[src/rtl/alu_pkg.sv]
// Shared types for the sequential ALU: opcode and FSM state encodings.
package alu_pkg;

  typedef enum logic [2:0] {
    OP_ADD = 3'd0,
    OP_SUB = 3'd1,
    OP_AND = 3'd2,
    OP_OR  = 3'd3,
    OP_XOR = 3'd4,
    OP_SHL = 3'd5,
    OP_SHR = 3'd6,
    OP_MUL = 3'd7
  } op_e;

  typedef enum logic [1:0] {
    IDLE = 2'd0,
    BUSY = 2'd1,
    DONE = 2'd2
  } state_e;

endpackage

[src/rtl/alu_mul_iter.sv]
// Iterative shift-add unsigned multiplier; the first partial product is taken on the
// start edge, so the full product is ready MUL_CYCLES edges after start.
module alu_mul_iter #(
  parameter int WIDTH      = 32,
  parameter int MUL_CYCLES = WIDTH
) (
  input  logic                 clk,
  input  logic                 nrst,
  input  logic                 start,
  input  logic [WIDTH-1:0]     a,
  input  logic [WIDTH-1:0]     b,
  output logic                 done,
  output logic [2*WIDTH-1:0]   product
);

  localparam int CW = $clog2(MUL_CYCLES + 1);

  logic [2*WIDTH-1:0] acc;
  logic [2*WIDTH-1:0] mcand;
  logic [WIDTH-1:0]   mplier;
  logic [CW-1:0]      cnt;
  logic               run;

  always_ff @(posedge clk or negedge nrst) begin
    if (!nrst) begin
      acc    <= '0;
      mcand  <= '0;
      mplier <= '0;
      cnt    <= '0;
      run    <= 1'b0;
    end else if (start) begin
      acc    <= b[0] ? {{WIDTH{1'b0}}, a} : '0;
      mcand  <= {{WIDTH{1'b0}}, a} << 1;
      mplier <= b >> 1;
      cnt    <= CW'(MUL_CYCLES - 1);
      run    <= 1'b1;
    end else if (run) begin
      if (cnt != '0) begin
        if (mplier[0]) acc <= acc + mcand;
        mcand  <= mcand << 1;
        mplier <= mplier >> 1;
        cnt    <= cnt - 1'b1;
      end else begin
        run <= 1'b0;
      end
    end
  end

  // Down-counter terminal count marks the last step as complete.
  assign done    = run && (cnt == '0);
  assign product = acc;

endmodule

[src/rtl/seq_alu.sv]
// Sequential ALU with valid/ready handshake; define SEQ_ALU_MUL_EN to build the
// iterative multiplier, otherwise opcode 7 reports err.
//
// state | meaning
// IDLE  | waiting for a request, in_ready=1
// BUSY  | multiply in progress
// DONE  | result held until out_ready
module seq_alu
  import alu_pkg::*;
#(
  parameter int WIDTH      = 32,
  parameter int MUL_CYCLES = WIDTH
) (
  input  logic             clk,
  input  logic             nrst,
  input  logic [WIDTH-1:0] a,
  input  logic [WIDTH-1:0] b,
  input  logic [2:0]       op_code,
  input  logic             in_valid,
  output logic             in_ready,
  output logic             out_valid,
  input  logic             out_ready,
  output logic [WIDTH-1:0] out,
  output logic             carry,
  output logic             zero,
  output logic             err
);

  localparam int SW = $clog2(WIDTH);

  state_e           state;
  op_e              op;
  logic [SW-1:0]    sh;
  logic [WIDTH:0]   sum;
  logic [WIDTH:0]   diff;
  logic [WIDTH:0]   shl_w;
  logic [WIDTH:0]   shr_w;
  logic [WIDTH-1:0] res_out;
  logic             res_carry;
  logic             res_err;

  assign op    = op_e'(op_code);
  assign sh    = b[SW-1:0];
  assign sum   = {1'b0, a} + {1'b0, b};
  assign diff  = {1'b0, a} - {1'b0, b};
  // One guard bit on each side catches the last bit shifted out.
  assign shl_w = {1'b0, a} << sh;
  assign shr_w = {a, 1'b0} >> sh;

  always_comb begin
    res_out   = '0;
    res_carry = 1'b0;
    res_err   = 1'b0;
    case (op)
      OP_ADD: begin
        res_out   = sum[WIDTH-1:0];
        res_carry = sum[WIDTH];
      end
      OP_SUB: begin
        res_out   = diff[WIDTH-1:0];
        res_carry = diff[WIDTH];
      end
      OP_AND: res_out = a & b;
      OP_OR:  res_out = a | b;
      OP_XOR: res_out = a ^ b;
      OP_SHL: begin
        res_out   = shl_w[WIDTH-1:0];
        res_carry = shl_w[WIDTH];
      end
      OP_SHR: begin
        res_out   = shr_w[WIDTH:1];
        res_carry = shr_w[0];
      end
      default: begin
`ifdef SEQ_ALU_MUL_EN
        res_err = 1'b0;
`else
        res_err = 1'b1;
`endif
      end
    endcase
  end

`ifdef SEQ_ALU_MUL_EN
  logic               mul_start;
  logic               mul_done;
  logic [2*WIDTH-1:0] mul_product;

  assign mul_start = in_valid && (state == IDLE) && (op == OP_MUL);

  alu_mul_iter #(
    .WIDTH      (WIDTH),
    .MUL_CYCLES (MUL_CYCLES)
  ) u_mul (
    .clk     (clk),
    .nrst    (nrst),
    .start   (mul_start),
    .a       (a),
    .b       (b),
    .done    (mul_done),
    .product (mul_product)
  );
`endif

  always_ff @(posedge clk or negedge nrst) begin
    if (!nrst) begin
      state <= IDLE;
      out   <= '0;
      carry <= 1'b0;
      zero  <= 1'b0;
      err   <= 1'b0;
    end else begin
      case (state)
        IDLE: begin
          if (in_valid) begin
`ifdef SEQ_ALU_MUL_EN
            if (op == OP_MUL) begin
              state <= BUSY;
            end else begin
              state <= DONE;
              out   <= res_out;
              carry <= res_carry;
              zero  <= (res_out == '0);
              err   <= res_err;
            end
`else
            state <= DONE;
            out   <= res_out;
            carry <= res_carry;
            zero  <= (res_out == '0);
            err   <= res_err;
`endif
          end
        end
        BUSY: begin
`ifdef SEQ_ALU_MUL_EN
          if (mul_done) begin
            state <= DONE;
            out   <= mul_product[WIDTH-1:0];
            carry <= |mul_product[2*WIDTH-1:WIDTH];
            zero  <= (mul_product[WIDTH-1:0] == '0);
            err   <= 1'b0;
          end
`else
          state <= IDLE;
`endif
        end
        DONE: begin
          if (out_ready) state <= IDLE;
        end
        default: state <= IDLE;
      endcase
    end
  end

  assign in_ready  = (state == IDLE);
  assign out_valid = (state == DONE);

endmodule
[config.mk]
export PLATFORM = sky130hd
export DESIGN_NAME = seq_alu
export DESIGN_NICKNAME = d
export VERILOG_FILES = /design/src/rtl/alu_pkg.sv /design/src/rtl/alu_mul_iter.sv /design/src/rtl/seq_alu.sv
export SDC_FILE = /design/constraint.sdc
export NUM_CORES = 1
export LEC_CHECK = 0
export CORE_MARGIN = 2
export CORE_UTILIZATION = 40
export CTS_CLUSTER_SIZE = 8
export DETAILED_ROUTE_END_ITERATION = 10
export GPL_ROUTABILITY_DRIVEN = 0
export PLACE_DENSITY = 0.71
export SLEW_MARGIN = 5
export SYNTH_ARGS = -nofsm -noshare
export SYNTH_HDL_FRONTEND = slang
export SYNTH_SLANG_ARGS = --single-unit
[constraint.sdc]
create_clock -name clk -period 1.6 [get_ports clk]
set_input_delay 0.48 -clock clk [delete_from_list [all_inputs] [get_ports clk]]
set_output_delay 0.48 -clock clk [all_outputs]
set_load 0.02 [all_outputs]
==> results.yml, run 1 <==
yosys:
  syn_area_per_cell_um2: 7.28
  netlist_area_mm2: 0.0108
  synth_top_area_cell: "ha_1"
  synthDominantCellAreaShare: 0.123
  ys.flop_type: "dfrtp_1"
  synth.area.top_cells: "ha_1, mux4_2, dfrtp_1"
  async_flop_share: 1.00
  ys_warn_count: 0
  seq_area_frac_synth: 0.0833
  synth_edf_count: 0
  ys_types: 92
  synth-seq-cells: 36
  synth_cells: 1484
  syn-num-nets: 1663
placement:
  dp_hpwl_um: 43800
  dpl_cell_area_mm2: 0.0165
  io_buffer_count: 107
status:
  status: "stopped before the end"
  error_message: "[ERROR GRT-0232] Routing congestion too high. Check the congestion heatmap in the GUI."
  stop_stage: "global routing"
clock_network:
  cts_root_buf: "clkbuf_16"
  clock_path_buffers: 2
  hold_buffers: 0
  cts.htree.levels: 2
  cts_buffers: 5
  cts_sinks: 36
floorplan:
  rows: 60
  die_w_um: 168
  top_level_ports: 108
  start_util: 0.404
  die_y_um: 168
grt:
  grt_max_degree: 39
  grt_usage: 0.669
  overflow: 7
sta:
  crit_endpoint: "zero$_DFFE_PN0P_/D"
  endpoint_type: "register data pin"
synth_stat cells, types with 11 or more instances:
master    instances
nor2b_1          20
a221oi_1         11
nor2_1          163
nand2_1         143
buf_2            18
o211ai_1         24
o22ai_1          15
nand2b_1         14
mux2_2           21
nor3_1           34
o21ai_0          88
nand3_1          32
a21oi_1         114
o21a_1           11
a221o_1          15
nand4_1          14
a21o_1           12
buf_1            17
o31ai_1          11
mux4_2           43
nor4_1           15
ha_1            106
inv_1            99
clkbuf_1         67
o221ai_1         15
dfrtp_1          36
mux2i_1          52
a211oi_1         46
per-stage QoR:
stage	TNS (ns)	utilization	setup WS, ns	std cells
after global placement	-68.12	0.617	-2.70	2413
after floorplan	-46.23	-	-2.18	1484
after CTS	-41.07	0.688	-1.79	2479
after detailed placement	-70.61	0.617	-2.77	2413
routing by layer:
layer | overflow | global-route usage
met5 | 0 | 0.296
met4 | 6 | 0.648
met3 | 0 | 0.559
met2 | 1 | 0.818
met1 | 0 | 0.656
kinds of logic after synthesis:
family,Yosys count,share of synthesized area
XOR/XNOR,8,0.00648
AND/OR/NAND/NOR,505,0.223
AO/OA/AOI/OAI,496,0.319
multiplexers,117,0.161
buffers and inverters,214,0.0813
adder cells (fa/ha/maj),108,0.126
flip-flops,36,0.0833
timing repair:
item | in CTS
cloned | 2
hold endpoints to repair | 0
gates resized for setup | 518
buffers inserted | 63
pin swaps | 117
endpoints found under the setup margin | 72
==> run 2: changes to the inputs <==
--- a/config.mk
+++ b/config.mk
@@ -6,11 +6,10 @@
 export NUM_CORES = 1
 export LEC_CHECK = 0
 export CORE_MARGIN = 2
-export CORE_UTILIZATION = 40
-export CTS_CLUSTER_SIZE = 8
+export CORE_UTILIZATION = 25
 export DETAILED_ROUTE_END_ITERATION = 10
 export GPL_ROUTABILITY_DRIVEN = 0
-export PLACE_DENSITY = 0.71
+export PLACE_DENSITY_LB_ADDON = 0.15
 export SLEW_MARGIN = 5
 export SYNTH_ARGS = -nofsm -noshare
 export SYNTH_HDL_FRONTEND = slang
==> constraint.sdc (replaced) <==
create_clock -name clk -period 2.1 [get_ports clk]
set_input_delay 0.63 -clock clk [delete_from_list [all_inputs] [get_ports clk]]
set_output_delay 0.63 -clock clk [all_outputs]
set_load 0.02 [all_outputs]
==> run 2 against run 1 <==
  * The flow now finishes, with violations (setup timing)
  * Synthesized cell count is the same
  * Synthesized area is the same
==> results.yml, run 2 <==
finish:
  final_cell_mix: "buf_4, nor2_1, nand2_1"
  area_growth_pct: 84.8
  final_cell_count_no_fill: 2777
  drive_above_1_share: 0.524
  largest-register: "out"
  final_common_cell: "buf_4"
  antennaDiodeCount: 0
  largest_register_ffs: 32
  utilization: 0.466
  final_cell_area_mm2: 0.0200
  num-nets-final: 2370
pwr:
  p_leak_nw: 8.70
  irDropWorstVdd_uv: 418
  p_total_mw: 8.02
  power_density_mw_per_mm2: 401
grt:
  overflow: 0
  grt_max_degree: 51
  grt_pass1_vias: 14500
  grt_antenna_before_repair: 0
  grt_pass1_wl_um: 91500
  grt_usage: 0.270
sta:
  drv_slew: 0
  rsz0062_at_grt: "true"
  tightest_slew_ns: 0.800
  finalSetupViolCount: 34
  maxSlewHeadroom: 0.466
  final.setup.tns_ns: -30.41
  hold_violations: 0
  fin_skew_ns: 0.00456
  hold_ws_ns: 0.430
  fmax_mhz: 278
  layout_min_cycle_time_ns: 3.60
  fin_ws_ns: -1.50
  min_period_over_period: 1.71
clock_network:
  cts_tree: "built"
  clk_pin_slew_ns: 0.06
  clock_path_buffers: 2
  cts.htree.levels: 2
  cts_buffers: 5
  cts_root_buf: "clkbuf_16"
  worstSkewPairLatency_ns: 0.29
  cts_sinks: 36
worst_hold_path:
  worstHoldPathType: "in2async"
worst_setup_path:
  critical_path_class: "in2reg"
  crit_fanout: 4
  cp.required_ns: 2.32
  max_stage_delay_ns: 0.51
  path_common_cell: "a22oi_2"
  cp_cell_sequence: "clkdlybuf4s15_2, inv_2, ha_4, and4_4, nor3b_2, a22oi_2, a22oi_2, a22oi_2, a211o_1, o31ai_2, mux2i_1, nand4_1, or4_4, o21ai_1"
  cp.arrival_ns: 3.82
  cp-end-kind: "register"
  cp-start-kind: "input port"
  cpMaxStageDelayCell: "or4_4"
yosys:
  syn_area_per_cell_um2: 7.28
  synth_edf_count: 0
  synth_cells: 1484
  syn-num-nets: 1663
  synth_most_common_cell: "nor2_1"
  synthDominantCellAreaShare: 0.123
  synthTopCellsByCount: "nor2_1, nand2_1, a21oi_1"
  ys.flop_type: "dfrtp_1"
  synth-seq-cells: 36
  synth_top_area_cell: "ha_1"
  ys_warn_count: 0
  synth.area.top_cells: "ha_1, mux4_2, dfrtp_1"
  ys_types: 92
  seq_area_frac_synth: 0.0833
  async_flop_share: 1.00
  netlist_area_mm2: 0.0108
floorplan:
  rows: 76
  die_y_um: 212
  die_w_um: 212
  start_util: 0.252
  core_mm2: 0.0429
  dieArea_mm2: 0.0449
  top_level_ports: 108
placement:
  io_buffer_count: 107
  dp_hpwl_um: 51300
  dpl_cell_area_mm2: 0.0170
  dp.cells: 2675
  post-place-ws_ns: -2.44
route:
  wl_met3_um: 4000
  wl_met2_um: 28200
  vias: 15100
  top_layer_used: "met4"
  wl_per_cell_um: 22.5
  drtIter0Drc: 1557
  first_pass_iters: 6
  antenna_left: 0
  vias_per_cell: 5.45
  wl_met1_um: 28400
  remaining_drc_errors: 0
  wl_um: 62600
flow_run:
  cap_violations: 0
status:
  violations: "setup timing"
  status: "finished with violations"
run 2: path summary, 6_finish.rpt:
check                      startpoint       to  slack, ns  cells after the start
max in group asynchronous        nrst  out[21]       1.16                      1
hold / removal                   nrst   out[4]       0.43                      1
setup reg to reg             state[1]     zero      -0.39                     13
hold reg to reg               out[25]  out[25]       0.47                      2
setup / recovery                a[22]     zero      -1.50                     14
min in group clk              out[25]  out[25]       0.47                      2
run 2: worst max-delay path, delay by kind of cell:
kind | cells | cell delay (ns)
AO/OA/AOI/OAI | 6 | 1.28
AND/OR/NAND/NOR | 4 | 1.06
buffers and inverters | 2 | 0.32
adder cells (fa/ha/maj) | 1 | 0.29
multiplexers | 1 | 0.22
run 2: layout make-up:
| type | count | area [um2] |
|---|---|---|
| well taps | 585 | 732 |
| flip-flops and latches | 36 | 901 |
| clock buffers | 7 | 153 |
| multi-input cells | 1234 | 10900 |
| clock inverters | 1 | 30.0 |
| repair buffers | 812 | 6850 |
| fillers | 4205 | 22900 |
| inverters | 102 | 435 |
run 2: kinds of logic (layout without fill, tap and decap cells):
logic type                 count (synthesis)  in the layout  share of synthesized area
muxes                                    117            117                      0.161
buffers and inverters                    214            922                     0.0813
xor gates and xnor gates                   8              8                    0.00648
AOI/OAI and AO/OA                        496            496                      0.319
adders and majority gates                108            108                      0.126
DFF                                       36             36                     0.0833
and+or+nand+nor                          505            505                      0.223
run 2: what timing repair did:
action,CTS,global route
pin swaps,116,99
cloned,0,2
buffers inserted,63,46
endpoints found under the setup margin,34,35
gates resized for setup,520,181
hold buffers,0,0
run 2: per-layer routing:
layer | vias to the layer above | global-route usage
met3 | 103 | 0.0194
met2 | 667 | 0.440
met5 | - | 0
li1 | 7008 | -
met4 | 0 | 0.0721
met1 | 7351 | 0.381
run 2: report_power, final:
group | internal [mW] | switching, mW
registers | 0.871 | 0.0973
logic | 3.04 | 3.10
clock network | 0.625 | 0.287
total | 4.53 | 3.49
No activity file was read; power rests on OpenSTA's default activity.
